===== src/rtl/bit_serial_adder_if.sv =====
// Start/done handshake bundle for the bit-serial adder.
// The controller drives the master side and the adder is the slave.
interface bit_serial_adder_if #(
  parameter int unsigned WIDTH = 32
);
  logic             start;
  logic [WIDTH-1:0] A;
  logic [WIDTH-1:0] B;
  logic             Cin;
  logic             busy;
  logic             done;
  logic [WIDTH-1:0] S;
  logic             Cout;

  modport master (
    output start, A, B, Cin,
    input  busy, done, S, Cout
  );

  modport slave (
    input  start, A, B, Cin,
    output busy, done, S, Cout
  );
endinterface


===== src/rtl/bit_serial_adder.sv =====
// Bit-serial adder: {Cout,S} = A + B + Cin, one bit per clock, LSB first.
// A single full-adder cell walks the latched operands; the result is published on the done edge.
module bit_serial_adder #(
  parameter int unsigned WIDTH = 32
) (
  input logic              clk,
  input logic              rst,
  bit_serial_adder_if.slave bus
);
  localparam int unsigned CntW = (WIDTH > 1) ? $clog2(WIDTH) : 1;

  typedef enum logic [0:0] {StIdle, StRun} state_e;

  state_e           state_q, state_d;
  logic [WIDTH-1:0] a_q, a_d, b_q, b_d;
  logic [WIDTH-1:0] res_q, res_d, s_q, s_d;
  logic             carry_q, carry_d, cout_q, cout_d, done_q, done_d;
  logic [CntW-1:0]  cnt_q, cnt_d;
  logic             sum_bit, carry_nxt, last_bit;

  assign sum_bit   = a_q[0] ^ b_q[0] ^ carry_q;
  assign carry_nxt = (a_q[0] & b_q[0]) | (a_q[0] & carry_q) | (b_q[0] & carry_q);
  assign last_bit  = (cnt_q == CntW'(WIDTH - 1));

  always_ff @(posedge clk or posedge rst) begin
    if (rst) begin
      state_q <= StIdle;
      a_q     <= '0;
      b_q     <= '0;
      res_q   <= '0;
      s_q     <= '0;
      carry_q <= 1'b0;
      cout_q  <= 1'b0;
      done_q  <= 1'b0;
      cnt_q   <= '0;
    end else begin
      state_q <= state_d;
      a_q     <= a_d;
      b_q     <= b_d;
      res_q   <= res_d;
      s_q     <= s_d;
      carry_q <= carry_d;
      cout_q  <= cout_d;
      done_q  <= done_d;
      cnt_q   <= cnt_d;
    end
  end

  always_comb begin
    state_d = state_q;
    unique case (state_q)
      StIdle:  if (bus.start) state_d = StRun;
      StRun:   if (last_bit) state_d = StIdle;
      default: state_d = StIdle;
    endcase
  end

  // Datapath next-state; start is only looked at in idle, so a start while busy is dropped.
  always_comb begin
    a_d     = a_q;
    b_d     = b_q;
    res_d   = res_q;
    s_d     = s_q;
    carry_d = carry_q;
    cout_d  = cout_q;
    cnt_d   = cnt_q;
    done_d  = 1'b0;
    if (state_q == StIdle) begin
      if (bus.start) begin
        a_d     = bus.A;
        b_d     = bus.B;
        carry_d = bus.Cin;
        res_d   = '0;
        cnt_d   = '0;
      end
    end else begin
      a_d     = a_q >> 1;
      b_d     = b_q >> 1;
      carry_d = carry_nxt;
      res_d   = {sum_bit, res_q[WIDTH-1:1]};
      cnt_d   = cnt_q + 1'b1;
      if (last_bit) begin
        s_d    = {sum_bit, res_q[WIDTH-1:1]};
        cout_d = carry_nxt;
        done_d = 1'b1;
      end
    end
  end

  always_comb begin
    bus.busy = (state_q == StRun);
    bus.done = done_q;
    bus.S    = s_q;
    bus.Cout = cout_q;
  end
endmodule


===== src/flat_wrapper.sv =====
// flat-port wrapper written by rule: the top's interface ports become plain ports
module bit_serial_adder_flat 
#(
  parameter int unsigned WIDTH = 32
)
  (clk, rst, bus_start, bus_A, bus_B, bus_Cin, bus_busy, bus_done, bus_S, bus_Cout);
  bit_serial_adder_if #(.WIDTH(WIDTH)) bus_i ();
  input logic clk;
  input logic rst;
  input wire logic [$bits(bus_i.start)-1:0] bus_start;
  input wire logic [$bits(bus_i.A)-1:0] bus_A;
  input wire logic [$bits(bus_i.B)-1:0] bus_B;
  input wire logic [$bits(bus_i.Cin)-1:0] bus_Cin;
  output wire logic [$bits(bus_i.busy)-1:0] bus_busy;
  output wire logic [$bits(bus_i.done)-1:0] bus_done;
  output wire logic [$bits(bus_i.S)-1:0] bus_S;
  output wire logic [$bits(bus_i.Cout)-1:0] bus_Cout;
  assign bus_i.start = bus_start;
  assign bus_i.A = bus_A;
  assign bus_i.B = bus_B;
  assign bus_i.Cin = bus_Cin;
  assign bus_busy = bus_i.busy;
  assign bus_done = bus_i.done;
  assign bus_S = bus_i.S;
  assign bus_Cout = bus_i.Cout;
  bit_serial_adder #(.WIDTH(WIDTH)) u_core (.clk(clk), .rst(rst), .bus(bus_i));
endmodule

===== config.mk =====
export PLATFORM = sky130hd
export DESIGN_NAME = bit_serial_adder_flat
export DESIGN_NICKNAME = d
export VERILOG_FILES = /design/src/rtl/bit_serial_adder_if.sv /design/src/rtl/bit_serial_adder.sv /design/src/flat_wrapper.sv
export SDC_FILE = /design/constraint.sdc
export NUM_CORES = 1
export LEC_CHECK = 0
export CAP_MARGIN = 30
export CORE_MARGIN = 2
export CORE_UTILIZATION = 35
export CTS_BUF_LIST = sky130_fd_sc_hd__clkbuf_8 sky130_fd_sc_hd__clkbuf_16
export CTS_CLUSTER_SIZE = 10
export DETAILED_ROUTE_END_ITERATION = 10
export PLACE_DENSITY = 0.54
export RECOVER_POWER = 50
export SLEW_MARGIN = 20
export SYNTH_ARGS = -nofsm -noshare
export SYNTH_HDL_FRONTEND = slang
export SYNTH_SLANG_ARGS = --single-unit

===== constraint.sdc =====
create_clock -name clk -period 4.9 [get_ports clk]
set_input_delay 0.735 -clock clk [delete_from_list [all_inputs] [get_ports clk]]
set_output_delay 0.735 -clock clk [all_outputs]
set_load 0.005 [all_outputs]

==> run metrics, run 1 <==
Worst Hold Slack 0.481 ns; status finished, violations left; IO Pins 103; HPWL Detailed 7410 um; worst vdd ir 0.280 mV; number of global-route vias before repair 3828; Slew headroom -0.609; Reg2Reg Setup Slack 2.72 ns; Die X 135 um; post-route core utilization 0.454; Reg2Reg Depth 4; grt ovf 0; most frequent cell after synthesis dfrtp_1; syn_area_per_cell 11.8 um2; Max FO, Critical Path 61; Main synth FF type dfrtp_1; Fin. Hold Viols 0; die area 18300 um2; PortBufs 102; Synth Area in Compound Gates 0.0831; Hold Crit Class reg -> reg; Tmin final 2.85 ns; layout cells sized above 1 0.118; Worst Path Arrival 3.42 ns; Die H 135 um; skew final 0.00533 ns; register area share after synthesis 0.564; Clock Tree Buf Depth 2; largest family of logic cells by synthesized area multiplexers; Yosys Warn Count 0; post-CTS sizing 0; GP Congestion 0.706; Worst-Skew Late Latency 0.41 ns; initial core utilization 0.354; Fillers 1614; Cell Rows 48; first-pass GRT wire length approximately 19000 um; Cell variety after synth 25; async set or reset register ratio after synthesis 1.00; failing checks max-capacitance violations, max-slew violations; overall power 4.14 mW; fin. max-slew vios 74; Worst Max-Slew Pin Slew 2.40 ns; top cell type's share of synthesized area 0.564; initial antenna violation count 0; Max Cap Viol 2; Leak 3.62 nW; Setup Buffers After CTS 0; Synth Register Bits about 140; area delta synth->final 28.2%; hold_buf cts 0; CP Capture Type async pin; number of synthesized flops with an enable pin 0; hold depth 2; worst r2r dst u_core.bus.S[0]; f_max 0.350 GHz; drt first pass iters 4; Setup CP Type in -> async; top cell type by total area after synthesis dfrtp_1; WHS Endpoint u_core.a_q[29]; PwrDens 535 nW/um2; CP startpoint kind primary input; post-synthesis xor/xnor area fraction 0.00145; Area contributors post-synth dfrtp_1 56%, mux2i_1 11%, mux2_4 7.5%; Commonest cells post-synth 136 x dfrtp_1, 96 x nand2_1, 84 x o21ai_0, 65 x mux2i_1, 32 x nand2b_1; mapped cell area 6040 um2; Mapped Nets 584; unrepaired setup endpoints after global routing no; Nets 675; wire per inst 13.6 um; Post-Synth Adder-Cell Area 0.00746; Avg Vias per Cell about 4.6; CTS Buf Count 17; hold wc startpoint u_core.a_q[30]; simple-gate share of the synthesized area 0.102; clk root buf clkbuf_16; largest net degree at the start of global routing 86; core area 17100 um2; Post-Synthesis Cells 513; H-tree levels 4; Clock Sink Count 136; crit share post-route 0.582; via count 3874; RR Startpoint u_core.bus.busy; CTS clk-pin slew, worst paths 0.06 ns; gr usage total 0.135; count of final setup violators 0; drt drc 0; CTS tree built; DRT iter0 DRCs 161; Routed Antenna Nets 0; setup TNS 0 ns; Routed WL 11500 um; ant diodes 0; CP Data Required Time 5.47 ns; mux contribution to synthesized area 0.190
## worst max path at each step
stage	startpoint	to	slack, ns	cells after the start
2_1_floorplan	rst	u_core.a_q[0]	0.53	1
3_3_place_gp	u_core.bus.busy	bus_busy	2.29	1
3_5_place_dp	u_core.bus.busy	bus_busy	2.55	2
4_1_cts	u_core.bus.busy	bus_busy	2.09	2
5_1_grt	rst	u_core.b_q[19]	1.63	4
6_report	rst	u_core.b_q[20]	2.05	4
## kinds of logic after synthesis
kind of cell / after synthesis
flip-flops: 136
AO/OA/AOI/OAI: 99
AND/OR/NAND/NOR: 137
XOR/XNOR: 1
buffers and inverters: 38
multiplexers: 99
adder cells (fa/ha/maj): 3
## cells in the final DEF (no fill, tap or decap)
master,netlist,final
and3_1,1,1
a22o_1,1,1
a21o_1,1,1
nand2_1,96,96
nand2_4,1,1
inv_1,2,3
nand3_1,1,1
buf_16,0,3
nor3b_1,0,1
clkbuf_16,0,17
clkdlybuf4s50_1,0,100
fa_1,1,1
mux2_4,30,30
clkinvlp_2,0,1
mux2_2,4,4
o21ai_0,84,94
nand2b_1,32,32
nor2_1,4,4
dfrtp_4,0,1
bufinv_16,0,3
clkbuf_8,0,4
clkinv_2,0,6
mux2i_1,65,65
ha_1,2,2
buf_4,7,3
o21ai_1,13,3
nor2b_1,1,1
dfrtp_1,136,135
clkbuf_1,11,1
dlygate4sd3_1,0,1
xnor2_1,1,1
## metrics by stage
| step | cell area (um2) | cells | setup WS (ns) |
|---|---|---|---|
| floorplan | 6040 | 513 | 0.526 |
| global placement | 7060 | 807 | 2.29 |
| detailed placement | 7140 | 810 | 2.55 |
| CTS | 7750 | 842 | 2.09 |
| global route | 7740 | 842 | 1.63 |
| finish | 7740 | 842 | 2.05 |
## critical path, stage by stage
cell and delay [ns]:
dlygate4sd3_1 0.54, clkinvlp_2 1.36, buf_16 0.36, buf_4 0.39
## registers in the layout, summed over array words and instances (netlist names)
| name | cells |
|---|---|
| u_core.bus.done | 1 |
| u_core.res_q | 31 |
| u_core.a_q | 32 |
| u_core.bus.S | 32 |
| u_core.b_q | 32 |
| u_core.cnt_q | 5 |
| u_core.bus.busy | 1 |
| u_core.carry_q | 1 |
| u_core.bus.Cout | 1 |
## final cells by class
cell class | instances | area [um2] | area share
multi-input combinational | 339 | 2310 | 0.299
inverter | 2 | 8.76 | 0.00113
timing repair buffer | 108 | 1120 | 0.145
clock buffer | 21 | 480 | 0.0621
tap | 225 | 282 | 0.0364
clock inverter | 11 | 128 | 0.0165
sequential | 136 | 3410 | 0.440
## report_power, final
group	internal (mW)	total (mW)	leakage, nW	switching, mW
clock network	0.845	1.30	0.315	0.451
logic	0.623	0.998	1.51	0.375
registers	1.55	1.85	1.80	0.293
## metal layers
metal / GRT usage / vias up / share of wire / wire (um)
li1: - / 1924 / - / -
met1: 0.186 / 1856 / 0.48 / 5490
met2: 0.194 / 80 / 0.45 / 5110
met3: 0.0550 / 14 / 0.065 / 741
met4: 0.0434 / 0 / 0.010 / 119
met5: 0 / - / 0 / 0
(Power assumes the default switching activity.)
==> run 2, diff against run 1 <==
--- a/config.mk
+++ b/config.mk
@@ -11,7 +11,7 @@
 export CTS_BUF_LIST = sky130_fd_sc_hd__clkbuf_8 sky130_fd_sc_hd__clkbuf_16
 export CTS_CLUSTER_SIZE = 10
 export DETAILED_ROUTE_END_ITERATION = 10
-export PLACE_DENSITY = 0.54
+export PLACE_DENSITY = 0.56
 export RECOVER_POWER = 50
 export SLEW_MARGIN = 20
 export SYNTH_ARGS = -nofsm -noshare
==> constraint.sdc (replaced) <==
create_clock -name clk -period 2.55 [get_ports clk]
set_input_delay 0.3825 -clock clk [delete_from_list [all_inputs] [get_ports clk]]
set_output_delay 0.3825 -clock clk [all_outputs]
set_load 0.005 [all_outputs]
==> run 2 against run 1 <==
  * The run now ends clean
  * Combinational power up 93%
  * Sequential cell count unchanged
  * Critical endpoint is now bus_busy
  * Register-to-register slack worse by 2.1 ns
  * Clock skew up 0.0024 ns
==> run metrics, run 2 (synthesized netlist as in run 1, its figures left out) <==
CP Capture Type primary output; largest net degree at the start of global routing 102 (+19%); CTS clk-pin slew, worst paths 0.06 ns (about the same); Nets 677 (+0.30%); Setup Buffers After CTS 0 (unchanged); f_max 0.469 GHz; CP Data Required Time 2.17 ns (-3.30 ns); Slew headroom 0.401 (+1.01); slowest CP cell dfrtp_4; Max FO, Critical Path 55 (-9.8%); Setup CP Type reg -> out; HPWL Detailed 7330 um (-1.0%); via count 3906 (+0.83%); hold depth 2 (unchanged); skew final 0.00777 ns (+0.00244 ns); wire per inst 13.5 um (-0.66%); area delta synth->final 27.4%; GP Congestion 0.727 (+2.9%); ant diodes 0 (unchanged); status finished clean; Cell Rows 48 (unchanged); setup ws final 0.417 ns (-1.63 ns); PortBufs 102 (unchanged); FF/Latch Area 3410 um2 (unchanged); Reg2Reg Depth 7 (+3); CP startpoint kind flip-flop; Tmin final 2.13 ns; initial antenna violation count 0 (unchanged); layout cells sized above 1 0.121 (+0.00285); Die H 135 um (unchanged); IO Pins 103 (unchanged); Worst-Skew Late Latency 0.41 ns (about the same); CP Depth 1 (-3); H-tree levels 4 (unchanged); setup TNS 0 ns (unchanged); DRT iter0 DRCs 159 (-1.2%); footprint of the multi-input gates 2320 um2 (+0.22%); Routed WL 11400 um (-0.43%); clk root buf clkbuf_16; drt first pass iters 4 (unchanged); Die X 135 um (unchanged); CP Cell Sequence clkdlybuf4s50_1; most frequent cells in the layout 135 x dfrtp_1, 100 x clkdlybuf4s50_1, 96 x nand2_1; initial core utilization 0.354 (unchanged); Fillers 1601 (-0.81%); fin. max-slew vios 0 (-100%); Fin. Hold Viols 0 (unchanged); Max Cap Viol 0 (-2); CP delay by family, top flip-flops; crit share post-route 0.836; Hold Crit Class reg -> reg; Routed Antenna Nets 0 (unchanged); commonest non-fill, non-tap cell in the layout dfrtp_1; core area 17100 um2 (unchanged); Clock Tree Buf Depth 2 (unchanged); Bufs and invs on worst path 1 (-3); Avg Vias per Cell 4.63 (+0.59%); gr usage total 0.133 (-0.00239); die area 18300 um2 (unchanged); drt drc 0 (unchanged); worst vdd ir 0.493 mV (+76%); CTS tree built; hold_buf cts 0 (unchanged); CTS Buf Count 17 (unchanged); Worst Path Arrival 1.75 ns (-1.67 ns); grt ovf 0 (unchanged); Worst Max-Slew Pin Slew 0.893 ns (-1.51 ns); first-pass GRT wire length 19100 um (-1.1%); PwrDens 1010 nW/um2 (+89%); post-CTS sizing 0 (unchanged); slowest cell delay on critical path 0.72 ns (-0.64 ns); unrepaired setup endpoints after global routing no; count of final setup violators 0 (unchanged); dpl ws 0.646 ns (-1.90 ns); number of global-route vias before repair 3858 (+0.78%); Clock Sink Count 136 (unchanged); Leak 3.60 nW (-0.50%)
==> run 2: cell count changes in the layout (fill, tap and decap cells not counted), moves of 2 or more <==
cell,change
buf_12,+4
buf_16,-3
bufinv_16,-2
clkbuf_2,+2
o21ai_1,+10
o21ai_0,-10
inv_1,+2
==> run 2: stage by stage <==
stage | hold WS, ns | instance area, um2 | power, mW | utilization | instances
floorplan | 0.452 | 6040 | 4.75 | - | 513
global placement | 0.463 | 7170 | 5.46 | 0.420 | 812
detailed placement | 0.469 | 7170 | 5.56 | 0.420 | 812
CTS | 0.374 | 7720 | 7.90 | 0.453 | 844
global route | 0.492 | 7690 | 8.31 | 0.451 | 844
finish | 0.480 | 7690 | 7.76 | 0.451 | 844
==> run 2: layer usage <==
metal,GRT usage,routed length (um),vias up
li1,-,-,1928
met1,0.175,5430,1880
met3,0.0464,652,13
met4,0.0521,172,0
met5,0,0,-
met2,0.201,5150,85
==> run 2: cell type report <==
cell class | instances | share of cell area
clock buffer | 20 | 0.0607
timing repair buffer | 110 | 0.146
clock inverter | 12 | 0.0112
inverter | 2 | 0.00114
sequential | 136 | 0.443
tap | 225 | 0.0366
multi-input combinational | 339 | 0.301
==> run 2: tightest hold or removal path, stage by stage, from the launching register on <==
cell	delay, ns
dfrtp_1	0.34
nand2_1	0.05
o21ai_0	0.06
==> run 2: where the power goes <==
group	total (mW)	switching [mW]	internal [mW]	leakage [nW]
logic	1.93	0.733	1.20	1.52
registers	3.54	0.549	2.99	1.80
clock network	2.29	0.898	1.40	0.290
total	7.76	2.18	5.58	3.60
==> run 2: path summary, 6_finish.rpt <==
kind / from / endpoint / slack, ns
max reg2reg: u_core.cnt_q[0] / u_core.bus.S[1] / 0.66
min reg2reg: u_core.b_q[12] / u_core.b_q[11] / 0.48
max in group asynchronous: rst / u_core.b_q[2] / 0.63
min: u_core.b_q[12] / u_core.b_q[11] / 0.48
max: u_core.bus.busy / bus_busy / 0.42
min in group asynchronous: rst / u_core.res_q[10] / 0.57
